$ cat config.mk
export PLATFORM = sky130hd
export DESIGN_NAME = pc_fetch_ctrl
export DESIGN_NICKNAME = d
export VERILOG_FILES = /design/src/rtl/pc_fetch_ctrl_pkg.sv /design/src/rtl/pc_fetch_ctrl_skid_buf.sv /design/src/rtl/pc_fetch_ctrl.sv
export SDC_FILE = /design/constraint.sdc
export NUM_CORES = 1
export LEC_CHECK = 0
export ABC_AREA = 1
export BUFFER_PORTS_ARGS = -buffer_cell sky130_fd_sc_hd__buf_2
export CAP_MARGIN = 5
export CORE_MARGIN = 2
export CORE_UTILIZATION = 60
export DETAILED_ROUTE_END_ITERATION = 10
export PLACE_DENSITY_LB_ADDON = 0.1
export SYNTH_ARGS = -nofsm -noshare
export SYNTH_HDL_FRONTEND = slang
export SYNTH_SLANG_ARGS = --single-unit
export TNS_END_PERCENT = 50
$ cat constraint.sdc
create_clock -name clk -period 4 [get_ports clk]
set_input_delay 0.8 -clock clk [delete_from_list [all_inputs] [get_ports clk]]
set_output_delay 0.8 -clock clk [all_outputs]
set_load 0.005 [all_outputs]
$ cat src/rtl/pc_fetch_ctrl_pkg.sv
// Shared definitions for the instruction fetch controller: FSM encoding and fetch constants.
package pc_fetch_ctrl_pkg;

    typedef enum logic [1:0] {
        StIdle    = 2'd0,
        StReq     = 2'd1,
        StHold    = 2'd2,
        StDiscard = 2'd3
    } fetch_state_e;

    localparam logic [31:0] NopInstr = 32'h0000_0000;
    localparam int unsigned PcIncr   = 4;

endpackage

$ cat src/rtl/pc_fetch_ctrl_skid_buf.sv
// One-entry holding register for an instruction and its pc+4 while IF/ID is stalled.
module pc_fetch_ctrl_skid_buf #(
    parameter int unsigned PC_W    = 32,
    parameter int unsigned INSTR_W = 32
) (
    input  logic               clk_i,
    input  logic               rst_ni,
    input  logic               load_i,
    input  logic               clear_i,
    input  logic [INSTR_W-1:0] instr_i,
    input  logic [PC_W-1:0]    pc_i,
    output logic               valid_o,
    output logic [INSTR_W-1:0] instr_o,
    output logic [PC_W-1:0]    pc_o
);

    logic               valid_q;
    logic [INSTR_W-1:0] instr_q;
    logic [PC_W-1:0]    pc_q;

    always_ff @(posedge clk_i) begin
        if (!rst_ni) begin
            valid_q <= 1'b0;
            instr_q <= '0;
            pc_q    <= '0;
        end else if (clear_i) begin
            valid_q <= 1'b0;
        end else if (load_i) begin
            valid_q <= 1'b1;
            instr_q <= instr_i;
            pc_q    <= pc_i;
        end
    end

    assign valid_o = valid_q;
    assign instr_o = instr_q;
    assign pc_o    = pc_q;

endmodule

$ cat src/rtl/pc_fetch_ctrl.sv
// Program counter owner: issues imem req/ack fetches, feeds IF/ID under stall, redirects on branch.
module pc_fetch_ctrl
    import pc_fetch_ctrl_pkg::*;
#(
    parameter int unsigned    PC_W     = 32,
    parameter int unsigned    INSTR_W  = 32,
    parameter logic [PC_W-1:0] RESET_PC = '0
) (
    input  logic               clk,
    input  logic               rst_n,
    input  logic               Branch,
    input  logic [PC_W-1:0]    BranchTarget,
    input  logic               Stall,
    output logic               imem_req,
    output logic [PC_W-1:0]    imem_addr,
    input  logic               imem_ack,
    input  logic [INSTR_W-1:0] imem_rdata,
    output logic               IfValid,
    output logic [INSTR_W-1:0] IfInstr,
    output logic [PC_W-1:0]    IfPc,
    output logic               Flush
);

    fetch_state_e       state_q;
    logic [PC_W-1:0]    pc_q;
    logic [PC_W-1:0]    pend_q;
    logic               if_valid_q;
    logic [INSTR_W-1:0] if_instr_q;
    logic [PC_W-1:0]    if_pc_q;
    logic               flush_q;

    logic               consume;
    logic [PC_W-1:0]    tgt;
    logic [PC_W-1:0]    pc_inc;
    logic               skid_load;
    logic               skid_clear;
    logic               skid_valid;
    logic [INSTR_W-1:0] skid_instr;
    logic [PC_W-1:0]    skid_pc;

    assign consume    = if_valid_q & ~Stall;
    assign tgt        = BranchTarget & ~PC_W'(3);
    assign pc_inc     = pc_q + PC_W'(PcIncr);
    assign skid_load  = (state_q == StReq) & ~Branch & imem_ack & if_valid_q & Stall;
    assign skid_clear = (Branch & (state_q != StIdle)) | ((state_q == StHold) & ~Stall);

    pc_fetch_ctrl_skid_buf #(
        .PC_W    (PC_W),
        .INSTR_W (INSTR_W)
    ) u_skid (
        .clk_i   (clk),
        .rst_ni  (rst_n),
        .load_i  (skid_load),
        .clear_i (skid_clear),
        .instr_i (imem_rdata),
        .pc_i    (pc_inc),
        .valid_o (skid_valid),
        .instr_o (skid_instr),
        .pc_o    (skid_pc)
    );

    always_ff @(posedge clk) begin
        if (!rst_n) begin
            state_q    <= StIdle;
            pc_q       <= RESET_PC;
            pend_q     <= '0;
            if_valid_q <= 1'b0;
            if_instr_q <= INSTR_W'(NopInstr);
            if_pc_q    <= RESET_PC;
            flush_q    <= 1'b0;
        end else begin
            flush_q <= 1'b0;
            // Default drain; any load below overrides it.
            if (consume) begin
                if_valid_q <= 1'b0;
            end
            unique case (state_q)
                StIdle: begin
                    state_q <= StReq;
                end
                StReq: begin
                    if (Branch) begin
                        flush_q    <= 1'b1;
                        if_valid_q <= 1'b0;
                        if (imem_ack) begin
                            pc_q <= tgt;
                        end else begin
                            pend_q  <= tgt;
                            state_q <= StDiscard;
                        end
                    end else if (imem_ack) begin
                        pc_q <= pc_inc;
                        if (!if_valid_q || !Stall) begin
                            if_valid_q <= 1'b1;
                            if_instr_q <= imem_rdata;
                            if_pc_q    <= pc_inc;
                        end else begin
                            state_q <= StHold;
                        end
                    end
                end
                StHold: begin
                    if (Branch) begin
                        flush_q    <= 1'b1;
                        if_valid_q <= 1'b0;
                        pc_q       <= tgt;
                        state_q    <= StReq;
                    end else if (!Stall) begin
                        if_valid_q <= skid_valid;
                        if_instr_q <= skid_instr;
                        if_pc_q    <= skid_pc;
                        state_q    <= StReq;
                    end
                end
                StDiscard: begin
                    // Wrong-path request stays up until acked; its data is never used.
                    if (Branch) begin
                        flush_q    <= 1'b1;
                        if_valid_q <= 1'b0;
                        pend_q     <= tgt;
                        if (imem_ack) begin
                            pc_q    <= tgt;
                            state_q <= StReq;
                        end
                    end else if (imem_ack) begin
                        pc_q    <= pend_q;
                        state_q <= StReq;
                    end
                end
                default: begin
                    state_q <= StIdle;
                end
            endcase
        end
    end

    assign imem_req  = (state_q == StReq) || (state_q == StDiscard);
    assign imem_addr = pc_q;
    assign IfValid   = if_valid_q;
    assign IfInstr   = if_instr_q;
    assign IfPc      = if_pc_q;
    assign Flush     = flush_q;

endmodule

==> metrics.md <==
| Metric | Value |
|---|---|
| Flop pwr share | `47.4%` |
| TritonCTS buffer count | `17` |
| Tmin final | `2493 ps` |
| DRT iter0 DRCs | `929` |
| Placed instance area | `9990 um2` |
| Clock Pin Slew Worst Setup and Hold Paths | `70 ps` |
| Number of global-route vias before repair | `8127` |
| GRT overflow | `0` |
| Avg WL per Cell | `15.63 um` |
| RSZ-0062 raised after global routing | `no` |
| Buffers on Ports | `165` |
| Htree depth | `4` |
| Pre-CTS setup slack | `1102 ps` |
| Max-cap violation count | `0` |
| CP startpoint kind | `input pin` |
| Die X | `128.3 um` |
| Crit. End Element | `flop` |
| Post-CTS Repair Setup Buffers | `0` |
| CP max FO | `27` |
| Crit path DAT | `2820 ps` |
| Global Route Usage Sum | `31.40%` |
| Global-route wire length before repair | `41460 um` |
| Synth area leaders | `dfxtp_1 (42%), nand2_1 (11%), o21ai_0 (11%), nor2_1 (8.6%), a21oi_1 (6.0%)` |
| Power share of the combinational group | `14.0%` |
| I/O Pins | `168` |
| WL final | `25970 um` |
| EDFF count, synth | `0` |
| Final Worst Setup Slack | `1507 ps` |
| Max VDD drop | `298.6 uV` |
| Fraction of registers with async set/reset | `0%` |
| Layout fillers | `1320` |
| Fin Setup TNS | `0 ps` |
| Core Area | `15150 um2` |
| Fin Clk Skew | `9.267 ps` |
| Clock latency on the worst-skew pair | `440 ps` |
| Clock Root Buffer | `clkbuf_16` |
| Seq cells post-synth | `195` |
| DIE HEIGHT | `128.3 um` |
| CTS tree | `done` |
| Share of the synthesized area in the top cell type | `42.11%` |
| Hold depth | `2` |
| Die Area | `16460 um2` |
| Hold Buf Count CTS | `0` |
| Final core occ | `69.94%` |
| Status | `complete, no violations` |
| Placement Rows | `45` |
| Multi-input gate area | `4551 um2` |
| DR vias/cell | `5.653` |
| Yosys warns | `0` |
| Via count | `9396` |
| Worst reg-to-reg path cell count | `7` |
| Share of layout cells above drive strength 1 | `16.08%` |
| Final Hold Fails | `0` |
| Net Sw Frac | `28.88%` |
| Clock power share | `38.5%` |
| Post_cts resized | `0` |
| Starting Density | `61.21%` |
| Gpl congestion | `0.9492` |
| Leak | `4.681 nW` |
| Hold crit path type | `flop to flop` |
| Post-synth top cells | `nand2_1 (280), nor2_1 (212), o21ai_0 (198)` |
| Fmax | `401.1 MHz` |
| P_int | `3.227 mW` |
| Diodes inserted | `0` |
| Library cells used by synthesis | `39` |
| Syn nets | `1429` |
| Worst EP required | `4330 ps` |
| Detailed Place HPWL | `16760 um` |
| Rel. slew slack | `37.18%` |
| Syn Area/Cell | `6.821 um2` |
| Drt drc | `0` |
| Syn Inst Count | `1359` |
| Post-route ant nets | `0` |
| Worst Max-Slew Pin Slew | `942.3 ps` |
| Period utilization | `62.32%` |
| Clk sinks | `195` |
| Power density over the cells | `428.4 nW/um2` |
| Initial antenna violation count | `0` |
| Most frequent cell after synthesis | `nand2_1` |
| Drt pass-1 iters | `5` |
| CTS max path bufs | `2` |
| Slew Limit Fails | `0` |
| Register area | `3904 um2` |
| Final setup viols | `0` |
| Post-Syn Area | `9270 um2` |
| Nets | `1531` |
| Setup CP Type | `input pin to flop` |
| Post-route cell area | `10590 um2` |
| Sequential area share after synthesis | `42.11%` |
| Synth Flop Type | `dfxtp_1` |
| Largest area contributor in the netlist | `dfxtp_1` |
| Largest net degree at the start of global routing | `83` |
| Area Growth Syn to Fin | `14.27%` |
| Sw power | `1.311 mW` |
## worst max-delay path: stages
cell and delay [ps]:
buf_2 180, clkinv_1 310, nand2_1 150, a21oi_4 620
inv_2 390, a21oi_1 260, a21oi_1 90
## final cells by class
| cell class | instances | area share [%] |
|---|---|---|
| Clock buffer | 18 | 4.051 |
| Clock inverter | 14 | 1.642 |
| Inverter | 89 | 3.201 |
| Multi-Input combinational cell | 977 | 42.96 |
| Sequential cell | 195 | 36.85 |
| Tap cell | 188 | 2.221 |
| Timing Repair Buffer | 181 | 9.072 |
## kinds of logic (layout without fill, tap and decap cells)
family / Yosys count / after routing / share of synthesized area [%]
flops: 195 / 195 / 42.11
simple gates: 564 / 564 / 24.83
xor+xnor: 15 / 15 / 1.417
buf+inv: 187 / 302 / 8.800
compound gates: 397 / 397 / 22.70
fa+ha+maj: 1 / 1 / 0.1349
## per-stage QoR
stage / std cells / hold slack (ps) / power [mW]
3_3_place_gp: 1630 / 434.4 / 2.806
2_1_floorplan: 1359 / 424.5 / 2.568
3_5_place_dp: 1630 / 442.6 / 2.818
6_report: 1662 / 455.1 / 4.538
5_1_grt: 1662 / 477.6 / 4.720
4_1_cts: 1662 / 452.9 / 4.538
## sequential cells by signal, summed over array words and instances, names as in the netlist
register,flops
IfPc,32
u_skid.valid_o,1
imem_addr,32
state_q,2
Flush,1
pend_q,30
u_skid.pc_o,32
u_skid.instr_o,32
IfValid,1
IfInstr,32
## cell usage in the layout, fill, tap and decap left out, types with 21 or more instances in the layout
| cell | netlist | layout |
|---|---|---|
| inv_1 | 81 | 81 |
| o21ai_1 | 21 | 21 |
| dfxtp_1 | 195 | 195 |
| a21oi_1 | 111 | 111 |
| nand3_1 | 32 | 32 |
| nand2_1 | 280 | 280 |
| a31oi_1 | 37 | 37 |
| buf_2 | 26 | 164 |
| nor2_1 | 212 | 212 |
| o21ai_0 | 198 | 198 |
## worst paths after layout
path / from / end / slack, ps
hold / removal: u_skid.pc_o[6] / u_skid.pc_o[6] / 460
hold reg to reg: u_skid.pc_o[6] / u_skid.pc_o[6] / 460
setup / recovery: Branch / IfPc[14] / 1510
setup reg to reg: state_q[1] / IfPc[14] / 1580
## routing by layer
layer  wire (um)  GRT usage, %
met1       11790         45.88
met2       11660         47.37
met3        2105         5.467
met4         411         9.890
met5           0             0
## power groups by stage
stage / clock network [mW] / logic, mW / registers, mW
floorplan: 0 / 0.398 / 2.17
global placement: 0 / 0.616 / 2.19
detailed placement: 0 / 0.626 / 2.19
CTS: 1.76 / 0.631 / 2.15
global route: 1.84 / 0.713 / 2.16
finish: 1.75 / 0.637 / 2.15
Note: power is estimated with default switching activity, not from simulation.
